[config.mk]
export PLATFORM = sky130hd
export DESIGN_NAME = sram_arbiter
export DESIGN_NICKNAME = d
export VERILOG_FILES = /design/src/rtl/sram_arbiter.sv
export SDC_FILE = /design/constraint.sdc
export NUM_CORES = 1
export LEC_CHECK = 0
export BUFFER_PORTS_ARGS = -buffer_cell sky130_fd_sc_hd__buf_4
export CORE_ASPECT_RATIO = 0.6
export CORE_MARGIN = 4
export CORE_UTILIZATION = 25
export CTS_CLUSTER_DIAMETER = 150
export DETAILED_ROUTE_END_ITERATION = 10
export SLEW_MARGIN = 25
export SYNTH_ARGS = -nofsm -noshare
export SYNTH_HDL_FRONTEND = slang
export SYNTH_SLANG_ARGS = --single-unit
[constraint.sdc]
create_clock -name clock -period 3.8 [get_ports clock]
set_clock_uncertainty 0.15 [all_clocks]
set_input_delay 0.57 -clock clock [delete_from_list [all_inputs] [get_ports clock]]
set_output_delay 0.57 -clock clock [all_outputs]
set_load 0.01 [all_outputs]
[src/rtl/sram_arbiter.sv]
// sram_arbiter: shares one sram_controller between two requesters and routes each read response to its issuer.
// Build option: define SRAM_ARB_FIXED_PRIORITY_EN for fixed priority (port 0 always wins); default is round-robin.
module sram_arbiter #(
    parameter int ADDR_WIDTH      = 3,
    parameter int DATA_WIDTH      = 32,
    parameter int MAX_OUTSTANDING = 4
) (
    input  logic                  clock,
    input  logic                  reset,
    input  logic                  req0_valid,
    input  logic                  req0_rw,
    input  logic [ADDR_WIDTH-1:0] req0_addr,
    input  logic [DATA_WIDTH-1:0] req0_wdata,
    output logic                  req0_gnt,
    input  logic                  req1_valid,
    input  logic                  req1_rw,
    input  logic [ADDR_WIDTH-1:0] req1_addr,
    input  logic [DATA_WIDTH-1:0] req1_wdata,
    output logic                  req1_gnt,
    output logic                  rsp0_valid,
    output logic [DATA_WIDTH-1:0] rsp0_data,
    output logic                  rsp1_valid,
    output logic [DATA_WIDTH-1:0] rsp1_data,
    output logic                  memctrl_enable,
    output logic                  memctrl_rw,
    output logic [ADDR_WIDTH-1:0] memctrl_addr,
    output logic [DATA_WIDTH-1:0] memctrl_write_data,
    input  logic                  dat_ready,
    input  logic [DATA_WIDTH-1:0] memctrl_out_data,
    output logic                  arb_err
);
    localparam int PTR_W = $clog2(MAX_OUTSTANDING);
    localparam int CNT_W = PTR_W + 1;
    localparam logic [CNT_W-1:0] CNT_MAX  = CNT_W'(MAX_OUTSTANDING);
    localparam logic [CNT_W-1:0] CNT_ZERO = {CNT_W{1'b0}};

    logic [CNT_W-1:0]           outstanding_r;
    logic [PTR_W-1:0]           wr_ptr_r;
    logic [PTR_W-1:0]           rd_ptr_r;
    logic [MAX_OUTSTANDING-1:0] tag_fifo_r;
    logic                       mem_en_r;
    logic                       mem_rw_r;
    logic [ADDR_WIDTH-1:0]      mem_addr_r;
    logic [DATA_WIDTH-1:0]      mem_wdata_r;
    logic                       rsp0_valid_r;
    logic                       rsp1_valid_r;
    logic [DATA_WIDTH-1:0]      rsp0_data_r;
    logic [DATA_WIDTH-1:0]      rsp1_data_r;
    logic                       arb_err_r;
`ifndef SRAM_ARB_FIXED_PRIORITY_EN
    logic                       last_winner_r;
`endif

    logic                  elig0_s;
    logic                  elig1_s;
    logic                  gnt0_s;
    logic                  gnt1_s;
    logic                  grant_s;
    logic                  win_rw_s;
    logic [ADDR_WIDTH-1:0] win_addr_s;
    logic [DATA_WIDTH-1:0] win_wdata_s;
    logic                  push_s;
    logic                  pop_s;
    logic                  err_s;
    logic                  head_tag_s;

    // Reads need a free tag slot; writes never produce a response so they are always eligible.
    assign elig0_s    = req0_valid & (req0_rw | (outstanding_r < CNT_MAX));
    assign elig1_s    = req1_valid & (req1_rw | (outstanding_r < CNT_MAX));
    assign grant_s    = gnt0_s | gnt1_s;
    assign push_s     = grant_s & ~win_rw_s;
    assign pop_s      = dat_ready & (outstanding_r != CNT_ZERO);
    assign err_s      = dat_ready & (outstanding_r == CNT_ZERO);
    assign head_tag_s = tag_fifo_r[rd_ptr_r];

    // Arbitration between the two eligible requesters
    always_comb begin
        gnt0_s = 1'b0;
        gnt1_s = 1'b0;
        if (reset) begin
            gnt0_s = 1'b0;
            gnt1_s = 1'b0;
`ifdef SRAM_ARB_FIXED_PRIORITY_EN
        end else if (elig0_s) begin
            gnt0_s = 1'b1;
`else
        end else if (elig0_s && elig1_s) begin
            if (last_winner_r) begin
                gnt0_s = 1'b1;
            end else begin
                gnt1_s = 1'b1;
            end
        end else if (elig0_s) begin
            gnt0_s = 1'b1;
`endif
        end else if (elig1_s) begin
            gnt1_s = 1'b1;
        end else begin
            gnt0_s = 1'b0;
            gnt1_s = 1'b0;
        end
    end

    // Select the winning requester's command fields
    always_comb begin
        win_rw_s    = req0_rw;
        win_addr_s  = req0_addr;
        win_wdata_s = req0_wdata;
        if (gnt1_s) begin
            win_rw_s    = req1_rw;
            win_addr_s  = req1_addr;
            win_wdata_s = req1_wdata;
        end else begin
            win_rw_s    = req0_rw;
            win_addr_s  = req0_addr;
            win_wdata_s = req0_wdata;
        end
    end

    // Command register towards sram_controller; fields hold when idle
    always_ff @(posedge clock) begin
        if (reset) begin
            mem_en_r    <= 1'b0;
            mem_rw_r    <= 1'b0;
            mem_addr_r  <= {ADDR_WIDTH{1'b0}};
            mem_wdata_r <= {DATA_WIDTH{1'b0}};
        end else begin
            mem_en_r <= grant_s;
            if (grant_s) begin
                mem_rw_r    <= win_rw_s;
                mem_addr_r  <= win_addr_s;
                mem_wdata_r <= win_wdata_s;
            end
        end
    end

    // Read-tag FIFO and outstanding-read counter
    always_ff @(posedge clock) begin
        if (reset) begin
            tag_fifo_r    <= {MAX_OUTSTANDING{1'b0}};
            wr_ptr_r      <= {PTR_W{1'b0}};
            rd_ptr_r      <= {PTR_W{1'b0}};
            outstanding_r <= CNT_ZERO;
        end else begin
            if (push_s) begin
                tag_fifo_r[wr_ptr_r] <= gnt1_s;
                wr_ptr_r             <= wr_ptr_r + PTR_W'(1);
            end
            if (pop_s) begin
                rd_ptr_r <= rd_ptr_r + PTR_W'(1);
            end
            case ({push_s, pop_s})
                2'b10:   outstanding_r <= outstanding_r + CNT_W'(1);
                2'b01:   outstanding_r <= outstanding_r - CNT_W'(1);
                default: outstanding_r <= outstanding_r;
            endcase
        end
    end

    // Route returned read data to the port named by the head tag; stray strobes set the sticky error
    always_ff @(posedge clock) begin
        if (reset) begin
            rsp0_valid_r <= 1'b0;
            rsp1_valid_r <= 1'b0;
            rsp0_data_r  <= {DATA_WIDTH{1'b0}};
            rsp1_data_r  <= {DATA_WIDTH{1'b0}};
            arb_err_r    <= 1'b0;
        end else begin
            rsp0_valid_r <= pop_s & ~head_tag_s;
            rsp1_valid_r <= pop_s & head_tag_s;
            if (pop_s && !head_tag_s) begin
                rsp0_data_r <= memctrl_out_data;
            end
            if (pop_s && head_tag_s) begin
                rsp1_data_r <= memctrl_out_data;
            end
            if (err_s) begin
                arb_err_r <= 1'b1;
            end
        end
    end

`ifndef SRAM_ARB_FIXED_PRIORITY_EN
    // Remember the last granted port so ties alternate
    always_ff @(posedge clock) begin
        if (reset) begin
            last_winner_r <= 1'b1;
        end else if (grant_s) begin
            last_winner_r <= gnt1_s;
        end
    end
`endif

    assign req0_gnt           = gnt0_s;
    assign req1_gnt           = gnt1_s;
    assign memctrl_enable     = mem_en_r;
    assign memctrl_rw         = mem_rw_r;
    assign memctrl_addr       = mem_addr_r;
    assign memctrl_write_data = mem_wdata_r;
    assign rsp0_valid         = rsp0_valid_r;
    assign rsp1_valid         = rsp1_valid_r;
    assign rsp0_data          = rsp0_data_r;
    assign rsp1_data          = rsp1_data_r;
    assign arb_err            = arb_err_r;
endmodule

After elaboration in Yosys (flattened, before gate mapping)
Index checks and enable logic that the tools add are counted.
{"block": "op_classes", "addsub": 4, "order_cmp": 4, "n_eq_ne": 2, "n_mux": 18, "n_bitwise": 12, "reduce_logical": 8}
{"operator": "two-way mux 32 bit", "count": 1}
{"operator": "two-way mux 1 bit", "count": 12}
{"operator": "AND 1 bit", "count": 7}
{"operator": "less-than comparator 2 x 3 -> 1 bit (second input constant)", "count": 2}
{"operator": "case mux 3 bit (2 select lines)", "count": 1}
{"operator": "adder 2 x 1 -> 2 bit (second input constant)", "count": 2}
{"operator": "bitwise mux 4 bit", "count": 1}
{"operator": "logical AND 1 bit", "count": 4}
{"operator": "adder 3 x 1 -> 3 bit (second input constant)", "count": 1}
{"operator": "zero test 3 bit", "count": 1}
{"operator": "less-than comparator 3 bit (second input constant)", "count": 1}
{"operator": "two-way mux 3 bit", "count": 1}
{"operator": "OR 1 bit", "count": 3}
{"operator": "nonzero test 3 bit", "count": 1}
{"operator": "subtractor 3 x 1 -> 3 bit (second input constant)", "count": 1}
{"operator": "binary-select mux 1 bit (select 2 bit)", "count": 1}
{"operator": "demux 1 bit (select 2 bit)", "count": 1}
{"operator": "equality test 2 x 1 -> 1 bit (second input constant)", "count": 1}
{"operator": "equality test 2 bit (second input constant)", "count": 1}
{"operator": ">= comparator 2 x 1 -> 1 bit (second input constant)", "count": 1}
{"operator": "inverter 1 bit", "count": 2}
{"operator": "nonzero test 2 bit", "count": 1}
{"operator": "zero test 1 bit", "count": 1}
{"block": "totals", "reg_bits": 116, "inputBits": 109, "output_inout_bits": 106, "wordCells": 62}

Logic depth before layout (Yosys ltp)
Gate-level depths: netlist of run 1.
{"block": "logic_depth", "word_depth": 12, "depth_mapped": 10, "depth_no_buf": 9}

Least setup slack after synthesis of run 1
No wires, ideal clock.
{"block": "synth_timing", "path_kind": "input port to flip-flop", "from": "input reset", "to": "register outstanding_r[2]", "setup_ps": 70, "t_arrival_ps": 2329, "required_ps": 3580, "setup_slack_ps": 1250, "cell_stages": 9, "path_buffers": 2, "path_cell_list": "clkbuf_1 > clkbuf_1 > or3_1 > ha_1 > inv_1 > fa_1 > xor2_1 > or3_1 > a21oi_1"}
{"block": "synth_between", "elab_chain_cells": 6, "word_cells_on_any_way": 10, "cone_classes": "2 x eq/ne; 4 x mux; 3 x bitwise; 1 x reduce/logical"}
{"item": "start: declaration", "line": "9", "rtl": "input logic reset,"}
{"item": "two-way mux 1 bit", "line": "80", "rtl": "if (reset) begin"}
{"item": "two-way mux 1 bit", "line": "109", "rtl": "if (gnt1_s) begin"}
{"item": "inverter 1 bit", "line": "71", "rtl": "assign push_s = grant_s & ~win_rw_s;"}
{"item": "AND 1 bit", "line": "71"}
{"item": "equality test 2 x 1 -> 1 bit / equality test 2 bit (equally long branches)", "line": "152", "rtl": "case ({push_s, pop_s})"}
{"item": "case mux 3 bit (2 select lines) / nonzero test 2 bit (equally long branches)"}
{"item": "end signal: assignment", "line": "153", "rtl": "2'b10: outstanding_r <= outstanding_r + CNT_W'(1);"}
{"item": "end signal: assignment", "line": "154", "rtl": "2'b01: outstanding_r <= outstanding_r - CNT_W'(1);"}
{"item": "end signal: assignment", "line": "155", "rtl": "default: outstanding_r <= outstanding_r;"}
{"item": "end: declaration", "line": "37", "rtl": "logic [CNT_W-1:0] outstanding_r;"}
Parallel ways exist; a longest one is shown, timed or not.
A chain may end at the register's enable or synchronous reset.

Worst setup path after layout of run 1
{"block": "layout_timing", "from": "register outstanding_r[2]", "to": "output req1_gnt"}
{"block": "layout_between", "elab_chain_cells": 7, "word_cells_on_any_way": 10, "cone_classes": "1 x order compare; 4 x mux; 4 x bitwise; 1 x reduce/logical"}
{"item": "less-than comparator 3 bit (*)", "line": "68, 69"}
{"item": "OR 1 bit", "line": "69", "rtl": "assign elig1_s = req1_valid & (req1_rw | (outstanding_r < CNT_MAX));"}
{"item": "AND 1 bit", "line": "69"}
{"item": "two-way mux 1 bit", "line": "96", "rtl": "end else if (elig1_s) begin"}
{"item": "two-way mux 1 bit", "line": "93", "rtl": "end else if (elig0_s) begin"}
{"item": "two-way mux 1 bit (*)", "line": "87", "rtl": "end else if (elig0_s && elig1_s) begin"}
{"item": "two-way mux 1 bit (*)", "line": "80"}
{"item": "end: declaration", "line": "19", "rtl": "output logic req1_gnt,"}
Every way passes the cells marked *; elsewhere a longest branch is shown, timed or not.

==> summary.txt, run 1 <==
Global route
  • Total global routing overflow: 0
  • Gr usage total: 0.142
  • First-pass GRT wire length: 23.6 mm
  • Vias in the first global route: 4386
  • Pin count of the biggest net entering global routing: 84
  • Initial antenna violation count: 0

Logic synthesis
  • Post-synthesis mux area share: 0.0137
  • Sequential element share of the synthesized area: 0.507
  • Yosys cell types: 36
  • Main combinational cell family by area after synthesis: simple AND/OR/NAND/NOR gates
  • Synth Area in XOR/XNOR: 0.00765
  • Post-synth net total: 683
  • Simple-gate share of the synthesized area: 0.231
  • Synthesis-stage register bit count: 116
  • Synthesized area: 0.00458 sq mm
  • Synth Area per Inst: 8.06 sq um
  • Synth Area in Compound Gates: 0.170
  • Syn Inst Count: 568
  • Area share of fa/ha/maj cells after synthesis: 0.0180
  • Synth Warn #: 0

Timing
  • RSZ-0062 raised after global routing: false
  • Min cycle time layout: 2.55 ns
  • Slew headroom: 0.419
  • Final setup violation count: 0
  • Period utilization: 0.672
  • Final hold vios: 0
  • Fin. max-slew vios: 0
  • Setup TNS: 0 ns
  • Maximum clock frequency: 392 MHz
  • Worst slew pin tran: 0.871 ns

Drt
  • Drt first pass iters: 4
  • Via density: 4.40
  • Average wire per standard cell: 14.4 um
  • Final antenna-violating net count: 0
  • Drt drc: 0
  • Routed vias: 4489
  • Detailed Route WL: 14.7 mm
  • Iter 0 DRT Violations: 272

Clock network
  • CTS root buf: clkbuf_16
  • Clock Sinks: 116
  • Post-CTS Setup Bufs: 0
  • Post-CTS Hold Fix Bufs: 0
  • Num CTS Buffers: 17
  • CTS H-tree depth: 4
  • Skew-Pair Late Insertion Delay: 0.40 ns
  • CTS tree: yes
  • Cts repair resizes: 0
  • Clock tree buffer depth: 2
  • Clk slew on worst S/H paths: 0.06 ns

Floorplanning
  • Total die area: 0.0206 sq mm
  • Die Span X: 183 um
  • Die H: 113 um
  • Core area: 0.0180 sq mm
  • Row count: 38
  • Initial Util: 0.254
  • Io pins: 215

Final layout
  • Proportion of layout cells with a drive suffix above 1: 0.333
  • Fillers: 1868
  • Final Net Count: 882
  • Area Overhead vs Synth: 51.6%
  • # diodes: 0

Worst setup path
  • CP endpoint kind: output port
  • CP Max Fanout: 10
  • Required @ worst endpoint: 3.08 ns
  • Setup crit start kind: flip-flop
  • Worst Path Arrival: 1.83 ns
  • Crit path kind: reg2out

Pwr
  • VDD IR max: 242 uV
  • P_leak: 0.00297 uW
  • Clock share of power: 0.405
  • Part of the power in combinational logic: 0.220
  • Sequential cell fraction of total power: 0.375
  • Cell Pwr Density: 559 mW/mm^2
  • NetSw: 1160 uW
  • Switching share of power: 0.299
  • Total power: 3880 uW
  • P_int: 2720 uW

Status
  • Status: finished clean

Place
  • Dpl hpwl: 10.2 mm
  • Port bufs: 214
  • GPL Wtd Cong: 0.762

Hold path
  • Hold WC Path Type: in2reg

Job
  • Max cap viols: 0
## layout make-up
type	instances	area [sq um]	share of cell area
Inverter	10	37.5	0.00541
Multi-Input combinational cell	400	2030	0.292
Clock inverter	15	159	0.0229
Timing Repair Buffer	222	1670	0.240
Clock buffer	17	425	0.0613
Tap cell	240	300	0.0433
Sequential cell	116	2320	0.335
## stage by stage
stage,setup WS [ns],utilization,hold WS (ns),instance area (sq um),instances
2_1_floorplan,1.25,-,0.299,4580,568
3_3_place_gp,1.20,0.353,0.294,6350,988
3_5_place_dp,1.14,0.353,0.297,6350,988
4_1_cts,1.20,0.385,0.240,6940,1020
5_1_grt,1.10,0.385,0.246,6940,1020
6_report,1.25,0.385,0.267,6940,1020
## critical path: stages, from the launching register on
cell and delay [ns]:
dfxtp_1 0.51, nand2b_1 0.18, a311oi_4 0.33, nand2b_1 0.19
inv_1 0.09, buf_4 0.13
## worst paths after layout
check,from,slack [ns],cells after the start,end
hold reg to reg,rsp0_data[26],0.30,2,rsp0_data[26]
setup / recovery,outstanding_r[2],1.25,5,req1_gnt
setup reg to reg,last_winner_r,1.37,9,outstanding_r[2]
hold / removal,memctrl_out_data[24],0.27,3,rsp1_data[24]
## power groups by stage
| stage | clock [uW] | sequential [uW] | combinational, uW |
|---|---|---|---|
| 6_report | 1570 | 1460 | 852 |
| 3_5_place_dp | 0 | 1480 | 867 |
| 3_3_place_gp | 0 | 1480 | 863 |
| 5_1_grt | 1680 | 1480 | 953 |
| 4_1_cts | 1630 | 1460 | 867 |
| 2_1_floorplan | 0 | 1530 | 408 |
## cell usage after synthesis
master    number  area (sq um)
a311o_1        1          10.0
a32o_1         1          10.0
a211oi_1       1          7.51
mux4_2         1          22.5
inv_1         10          37.5
ha_1           5          62.6
nor2b_1        1          6.26
and2_1         1          6.26
nor3b_1        1          7.51
a311oi_1      35           307
nand3_1        6          30.0
buf_4          1          7.51
nand2_1      202           758
fa_1           1          20.0
buf_2         14          70.1
clkbuf_1      24          90.1
xor2_1         3          26.3
nor3_1         3          15.0
nand2b_1       8          50.1
a41oi_1        1          8.76
and2b_4        1          10.0
buf_6          3          33.8
a32oi_1        1          8.76
a21oi_1       68           340
a21oi_2        1          8.76
o21ai_0        3          15.0
xnor2_1        1          8.76
o21bai_1       1          7.51
dfxtp_1      116          2320
a311oi_4       1          26.3
nor2_1        43           161
a211o_1        1          8.76
o31ai_2        1          12.5
or3_1          2          12.5
mux2i_1        4          40.0
a22oi_1        1          7.51
## flip-flops by register name, indices dropped and copies added (netlist names), 2 cells and up
| signal | count |
|---|---|
| rsp0_data | 32 |
| memctrl_addr | 3 |
| memctrl_write_data | 32 |
| outstanding_r | 3 |
| rsp1_data | 32 |
| tag_fifo_r | 4 |
| wr_ptr_r | 2 |
| rd_ptr_r | 2 |
## cell families (layout without fill, tap and decap cells)
logic type	count (synthesis)	after routing
XOR/XNOR	4	4
AND/OR/NAND/NOR	268	268
buffers and inverters	52	264
flip-flops	116	116
multiplexers	5	5
adder cells (fa/ha/maj)	6	6
AO/OA/AOI/OAI	117	117
## routing by layer
metal	global-route usage	part of all wire	up-vias
met2	0.202	0.41	138
met3	0.0440	0.071	15
met5	0	0	-
li1	-	-	2293
met4	0.0400	0.012	0
met1	0.208	0.50	2043
## placed cells by master, fill, tap and decap left out, types with 2 or more instances in the layout
| cell | count |
|---|---|
| clkinv_4 | 5 |
| or3_1 | 2 |
| inv_6 | 2 |
| nor3_1 | 3 |
| nand2b_1 | 8 |
| a21oi_1 | 68 |
| xor2_1 | 3 |
| clkinvlp_4 | 3 |
| nand3_1 | 6 |
| a311oi_1 | 35 |
| o21ai_0 | 3 |
| dfxtp_1 | 116 |
| buf_4 | 222 |
| bufinv_16 | 2 |
| clkinv_2 | 3 |
| mux2i_1 | 4 |
| inv_1 | 10 |
| clkbuf_16 | 17 |
| nand2_1 | 202 |
| nor2_1 | 42 |
| ha_1 | 5 |
(Power assumes the default switching activity.)
==> inputs of run 2 (changes only) <==
- ABC_AREA: not set -> 1
- clock period: 3.8 -> 2.58 ns (I/O delays scaled with it)
==> run 2 against run 1 <==
Compared with the run above: total power is 69% higher; register-to-register slack worse by 1.1 ns; routed wire length is 1.1% lower; clock power is 56% higher; worst hold slack worse by 0.21 ns; design area is 3.7% higher; sequential share of layout area is 1.2 points lower; synthesized area is 5.5% higher; core utilization is 0.60 points lower; sequential power is 60% higher; setup slack worse by 1.0 ns; synthesized cell count is 9.2% higher; critical path type unchanged; critical endpoint unchanged; largest cell class unchanged.
==> summary.txt, run 2 <==
Logic synthesis
  • Most instantiated cells after synthesis: dfxtp_1 (116), nor2_1 (116), nand2_1 (87)
  • Yosys cell types: 30
  • Synthesis-stage register bit count: 116
  • Post-synth net total: 735
  • Synth Area per Inst: 7.79 sq um
  • Synth top area share: 0.481
  • Synth Warn #: 0
  • Main area contributors after synthesis: dfxtp_1 (48%), nor2_1 (9.0%), nand2_1 (6.8%)
  • Share of flip-flops with an asynchronous set or reset: 0
  • Most used DFF post-synth: dfxtp_1
  • Syn Inst Count: 620
  • Cell taking the most area after synthesis: dfxtp_1
  • EDFF count, synth: 0
  • Synthesized area: 0.00483 sq mm
  • Sequential element share of the synthesized area: 0.481

Pwr
  • P_int: 4490 uW
  • Clock share of power: 0.374
  • Part of the power in combinational logic: 0.270
  • NetSw: 2070 uW
  • P_leak: 0.00350 uW
  • Switching share of power: 0.315
  • Sequential cell fraction of total power: 0.356
  • VDD IR max: 440 uV
  • Cell Pwr Density: 912 mW/mm^2

Timing
  • Worst slew pin tran: 0.748 ns
  • Final hold vios: 0
  • Fin. max-slew vios: 0
  • Final setup violation count: 0
  • RSZ-0062 raised after global routing: false
  • Period utilization: 0.909
  • Maximum clock frequency: 426 MHz
  • Slew headroom: 0.501
  • Min cycle time layout: 2.35 ns
  • Setup TNS: 0 ns

Worst setup path
  • Worst setup path start: outstanding_r[2]
  • Crit path kind: reg2out
  • Worst Path Arrival: 1.81 ns
  • CP Max Fanout: 15
  • Required @ worst endpoint: 2.04 ns
  • Setup crit start kind: flip-flop
  • Reg2reg path depth: 13
  • Reg2reg end: outstanding_r[2]
  • CP endpoint kind: output port
  • Crit Reg-Reg Startpoint: outstanding_r[2]
  • Flop2flop setup slack: 0.31 ns

Global route
  • First-pass GRT wire length: 23.3 mm
  • Vias in the first global route: 4475
  • Initial antenna violation count: 0
  • Pin count of the biggest net entering global routing: 78
  • Total global routing overflow: 0
  • Gr usage total: 0.134

Floorplanning
  • Initial Util: 0.254
  • Die H: 116 um
  • Io pins: 215
  • Core area: 0.0190 sq mm
  • Die Span X: 187 um
  • Total die area: 0.0217 sq mm
  • Row count: 39

Drt
  • Via density: 4.30
  • Routed vias: 4649
  • Drt first pass iters: 4
  • Average wire per standard cell: 13.4 um
  • Drt drc: 0
  • Iter 0 DRT Violations: 239
  • Detailed Route WL: 14.5 mm
  • Final antenna-violating net count: 0

Job
  • Max cap viols: 0

Clock network
  • Clock Sinks: 116
  • Num CTS Buffers: 17
  • CTS H-tree depth: 4
  • CTS tree: yes
  • Clk slew on worst S/H paths: 0.06 ns
  • Post-CTS Setup Bufs: 0
  • CTS root buf: clkbuf_16
  • Skew-Pair Late Insertion Delay: 0.41 ns
  • Clock tree buffer depth: 2

Hold path
  • HP Start: memctrl_out_data[13]
  • Hold WC Path Type: in2reg
  • WHS Path Cells: 3
  • Hold EP: rsp0_data[13]

Final layout
  • Most frequent cells in the layout: buf_4 (223), nor2_1 (116), dfxtp_1 (115)
  • Proportion of layout cells with a drive suffix above 1: 0.367
  • Final Net Count: 938
  • Area Overhead vs Synth: 48.9%
  • Finished Core Util: 0.379
  • Commonest non-fill, non-tap cell in the layout: buf_4
  • Final Instance Area: 0.00719 sq mm
  • # diodes: 0

Place
  • Port bufs: 214
  • Placed Area: 0.00658 sq mm
  • GPL Wtd Cong: 0.792
  • Dpl hpwl: 10.1 mm

Status
  • Status: finished clean
-- run 2: cell families after synthesis --
kind of cell,synth area share
AO/OA/AOI/OAI,0.145
adder cells (fa/ha/maj),0.0171
buffers and inverters,0.0976
flip-flops,0.481
AND/OR/NAND/NOR,0.260
-- run 2: through the flow --
| step | std cells | total power, uW | worst slack (ns) | hold WS (ns) |
|---|---|---|---|---|
| CTS | 1082 | 6690 | 0.161 | 0.0263 |
| global placement | 1050 | 4160 | 0.178 | 0.307 |
| finish | 1082 | 6560 | 0.234 | 0.0521 |
| floorplan | 620 | 3380 | 0.344 | 0.306 |
| global route | 1082 | 7000 | 0.0493 | 0.0380 |
| detailed placement | 1050 | 4170 | 0.149 | 0.322 |
-- run 2: routing by layer --
| layer | global-route usage | part of all wire |
|---|---|---|
| met5 | 0 | 0 |
| met4 | 0.0435 | 0.011 |
| met3 | 0.0515 | 0.071 |
| met2 | 0.195 | 0.41 |
| met1 | 0.184 | 0.51 |
-- run 2: area by class of cell --
| class | count | area (sq um) |
|---|---|---|
| clock buffers | 18 | 439 |
| clock inverters | 14 | 176 |
| fillers | 1986 | 11800 |
| inverters | 56 | 215 |
| multi-input cells | 408 | 2040 |
| flip-flops and latches | 116 | 2320 |
| well taps | 246 | 308 |
| repair buffers | 224 | 1690 |
-- run 2: how the worst max path moves through the flow --
stage	end	slack (ns)	cells after the start
final	req1_gnt	0.23	6
after global routing	outstanding_r[2]	0.05	13
after CTS	req1_gnt	0.16	6
after detailed placement	outstanding_r[2]	0.15	15
after global placement	outstanding_r[2]	0.18	15
after floorplan	outstanding_r[2]	0.34	15
-- run 2: power by group through the flow --
stage                     registers [uW]  logic, uW  clock network, uW
after floorplan                     2490        892                  0
after global placement              2360       1800                  0
after detailed placement            2360       1800                  0
after CTS                           2330       1810               2550
after global routing                2370       2010               2620
final                               2330       1770               2450
-- run 2: worst max-delay path: stages, from the launching register on --
cell,delay (ns)
dfxtp_2,0.34
nand2_1,0.10
nand2_1,0.08
nor2_2,0.10
nand2_1,0.10
inv_1,0.44
buf_4,0.22
-- run 2: repair_timing --
| action | in CTS | in global routing |
|---|---|---|
| resized for setup | 0 | 1 |
| hold buffers | 0 | 0 |
| setup endpoints to repair | 0 | 1 |
